==> config.mk <==
export PLATFORM = sky130hd
export DESIGN_NAME = reg_file_2r1w
export DESIGN_NICKNAME = d
export VERILOG_FILES = /design/src/rtl/reg_file_2r1w.sv
export SDC_FILE = /design/constraint.sdc
export NUM_CORES = 1
export LEC_CHECK = 0
export ABC_AREA = 1
export ABC_CLOCK_PERIOD_IN_PS = 1300
export CORE_ASPECT_RATIO = 0.8
export CORE_MARGIN = 5
export CORE_UTILIZATION = 54
export DETAILED_ROUTE_END_ITERATION = 10
export PLACE_DENSITY = 0.8
export SLEW_MARGIN = 10
export SYNTH_ARGS = -nofsm -noshare
export SYNTH_HDL_FRONTEND = slang
export SYNTH_SLANG_ARGS = --single-unit
export TNS_END_PERCENT = 100
==> constraint.sdc <==
create_clock -name clk -period 1.3 [get_ports clk]
set_input_delay 0.26 -clock clk [delete_from_list [all_inputs] [get_ports clk]]
set_output_delay 0.26 -clock clk [all_outputs]
set_load 0.005 [all_outputs]
==> src/rtl/reg_file_2r1w.sv <==
// reg_file_2r1w: parametrised register bank, one synchronous write port, two read ports.
// Rev 1.0
`default_nettype none

module reg_file_2r1w #(
  parameter int DATA_WIDTH = 8,
  parameter int ADDR_WIDTH = 2,
  parameter int ZERO_REG   = 0,
  parameter int BYPASS     = 1,
  parameter int REG_READ   = 0
) (
  input  logic                  clk,
  input  logic                  rst_n,
  input  logic                  wr_en,
  input  logic [ADDR_WIDTH-1:0] w_addr,
  input  logic [DATA_WIDTH-1:0] w_data,
  input  logic [ADDR_WIDTH-1:0] ra_addr,
  input  logic [ADDR_WIDTH-1:0] rb_addr,
  output logic [DATA_WIDTH-1:0] ra_data,
  output logic [DATA_WIDTH-1:0] rb_data
);

  localparam int DEPTH = 2 ** ADDR_WIDTH;

  logic [DATA_WIDTH-1:0] mem [DEPTH];
  logic                  write_ok;
  logic                  fwd_active;
  logic [DATA_WIDTH-1:0] ra_next;
  logic [DATA_WIDTH-1:0] rb_next;

  // Writes to the hardwired zero register are dropped before they reach storage.
  assign write_ok   = wr_en && !((ZERO_REG != 0) && (w_addr == '0));
  assign fwd_active = (BYPASS != 0) && wr_en && rst_n;

  genvar i;
  generate
    for (i = 0; i < DEPTH; i++) begin : g_mem
      always_ff @(posedge clk) begin
        if (!rst_n) begin
          mem[i] <= '0;
        end else if (write_ok && (w_addr == ADDR_WIDTH'(i))) begin
          mem[i] <= w_data;
        end
      end
    end
  endgenerate

  // Zero-register check is applied last so it overrides forwarding.
  always_comb begin
    ra_next = mem[ra_addr];
    if (fwd_active && (ra_addr == w_addr)) begin
      ra_next = w_data;
    end
    if ((ZERO_REG != 0) && (ra_addr == '0)) begin
      ra_next = '0;
    end
  end

  always_comb begin
    rb_next = mem[rb_addr];
    if (fwd_active && (rb_addr == w_addr)) begin
      rb_next = w_data;
    end
    if ((ZERO_REG != 0) && (rb_addr == '0)) begin
      rb_next = '0;
    end
  end

  generate
    if (REG_READ != 0) begin : g_reg_read
      always_ff @(posedge clk) begin
        if (!rst_n) begin
          ra_data <= '0;
          rb_data <= '0;
        end else begin
          ra_data <= ra_next;
          rb_data <= rb_next;
        end
      end
    end else begin : g_comb_read
      assign ra_data = ra_next;
      assign rb_data = rb_next;
    end
  endgenerate

endmodule

`default_nettype wire

==> results.tsv <==
metric	value	unit
Worst Setup EP	rb_data[1]	
synthesized cell area	2221	um^2
vias per cell	6.469	
placeable core region	3879	um^2
max incr delay on CP	460	ps
Final WS setup	-326.7	ps
CTS clk-pin slew, worst paths	70	ps
minimum clock period	1627	ps
total die area	5503	um^2
FP Rows	20	
CTS tree	done	
I/O Pins	33	
GPL Wtd Cong	0.8796	
Synth Flop Type	edfxtp_1	
area delta synth->final	53.35	%
critical path depth	7	
slowest CP cell	edfxtp_1	
dominant cell type by area after synthesis	edfxtp_1	
antenna-violating nets left	0	
Pwr Total	0.003017	W
Top Registers	mem (32)	
P_leak	1.694	nW
TritonCTS Sinks	32	
Diodes inserted	0	
CTS Buffer Depth	2	
#FFs+latches synth	32	
critical path type	reg2out	
Max-Cap Viols	0	
initial antenna violation count	0	
crit path from	mem[0][1]	
post-DP HPWL	4992	um
Post-synth EDFFs	32	
final setup violation count	16	
count of final max-slew check failures	0	
first-pass GRT wire length	13680	um
CP cell instances	inv_2, nand2_1, nand3_2, nand2_2, nand2_1, nand2_1, buf_2	
hold path start	rst_n	
Critical Path Fanout Max	2	
crit start category	flip-flop	
largest net degree at the start of global routing	12	
max reg flops	32	
Synth warnings	0	
RSZ-0062 raised after global routing	true	
GRT Util Overall	33.97	%
Netlist cell types	17	
Placement Cell Area	2892	um^2
Top reg by flops	mem	
Worst-Margin Slew	372.0	ps
synthesized instance count	308	
Synth area leaders	edfxtp_1, nand2_1, nand3_1, inv_1, nand4_1	
WP data arrival	1370	ps
sequential cell area	960.9	um^2
share of cells above drive strength 1	46.63	%
Initial Utilization	57.26	%
pwr dens	886.0	nW/um^2
DRT Pass-1 Iters	6	
share of the synthesized area in the top cell type	43.27	%
Residual DRC	0	
Fin. Hold Viols	0	
syn nets	325	
CTS root buf	clkbuf_8	
pre-CTS setup slack	-960.5	ps
Nets	417	
Buf/Inv on CP	2	
Final period util	125.1	%
Synth top cells by count	nand2_1, inv_1, nand3_1	
maximum vdd drop	0.0009213	V
cell with the most instances after synthesis	nand2_1	
Async SR Flop Fraction	0	%
status	finished, violations left	
Crit path max-delay family	flip-flops	
Max Fclk	614.7	MHz
syn avg cell area	7.211	um^2
initial DRC count	499	
critical path required time	1040	ps
Chip Width	81.70	um
H-tree levels	2	
Setup crit end kind	primary output	
routed len/inst	21.99	um
Design Area, Final	3406	um^2
vias in the first global route	2728	
fin util	87.81	%
PortBufs	32	
layout filler cell count	184	
sequential element share of the synthesized area	43.27	%
global route total overflow	0	
die height	67.36	um
Multi-input gate area	1211	um^2
final wirelength	10030	um
CTS Hold Bufs	0	
via count	2950	
max_slew headroom	75.13	%
Hold WC Path Type	in2reg	
violated checks	setup timing	
crit-path most repeated cell	nand2_1	
CTS Buf Count	5	
## timing repair
item,CTS,global route
buffers inserted,20,1
pin swaps,55,20
setup endpoints to repair,72,16
gates resized for setup,165,45
gates cloned,4,0
## per-stage QoR
stage	TNS, ps	hold slack (ps)	instances
floorplan	0	503.1	308
global placement	-33900	1201	423
detailed placement	-34780	1194	423
CTS	-2136	615.7	455
global route	-4553	625.6	456
finish	-3921	606.3	456
## area by class of cell
type,instances,area share [%]
clock buffers,6,2.131
clock inverters,2,0.3306
inverters,47,5.805
multi-input cells,220,35.56
flip-flops and latches,32,28.21
well taps,55,2.021
repair buffers,93,25.75
repair inverters,1,0.1837
## layout by cell type, fill, tap and decap left out, types with 2 or more instances in the layout
master	instances
nand2_2	33
nand3_1	20
buf_6	17
inv_4	4
nand2_4	10
clkdlybuf4s50_1	7
nand2_1	85
nand3_4	2
inv_1	15
buf_2	19
buf_4	37
nand4_1	20
inv_2	26
buf_12	9
a21oi_4	2
nor2_1	32
nand3_2	16
edfxtp_1	32
clkbuf_8	5
## per-layer routing
metal | global-route usage, % | vias to the layer above | share of wire [%]
li1 | - | 1175 | -
met1 | 40.03 | 1328 | 35
met5 | 0 | - | 0
met2 | 54.17 | 341 | 42
met4 | 19.92 | 0 | 7.5
met3 | 11.47 | 106 | 15
## worst min path at each step
stage | end | slack, ps | cells past startpoint
6_report | mem[3][7] | 610 | 4
5_1_grt | mem[1][3] | 630 | 4
4_1_cts | mem[1][5] | 620 | 5
3_5_place_dp | mem[0][4] | 1190 | 4
3_3_place_gp | mem[3][1] | 1200 | 4
2_1_floorplan | mem[0][0] | 500 | 2
## power by group
| group | internal, W | switching (W) |
|---|---|---|
| Clock | 0.000371 | 0.000377 |
| Combinational | 0.000414 | 0.000602 |
| Sequential | 0.00122 | 0.0000376 |
| Total | 0.00200 | 0.00102 |
## cell families (layout without fill, tap and decap cells)
group	after synthesis	in the layout	share of synthesized area, %
AND/OR/NAND/NOR	217	218	43.55
buffers and inverters	58	149	12.45
flip-flops	32	32	43.27
AO/OA/AOI/OAI	1	2	0.7326
Note: power is estimated with default switching activity, not from simulation.
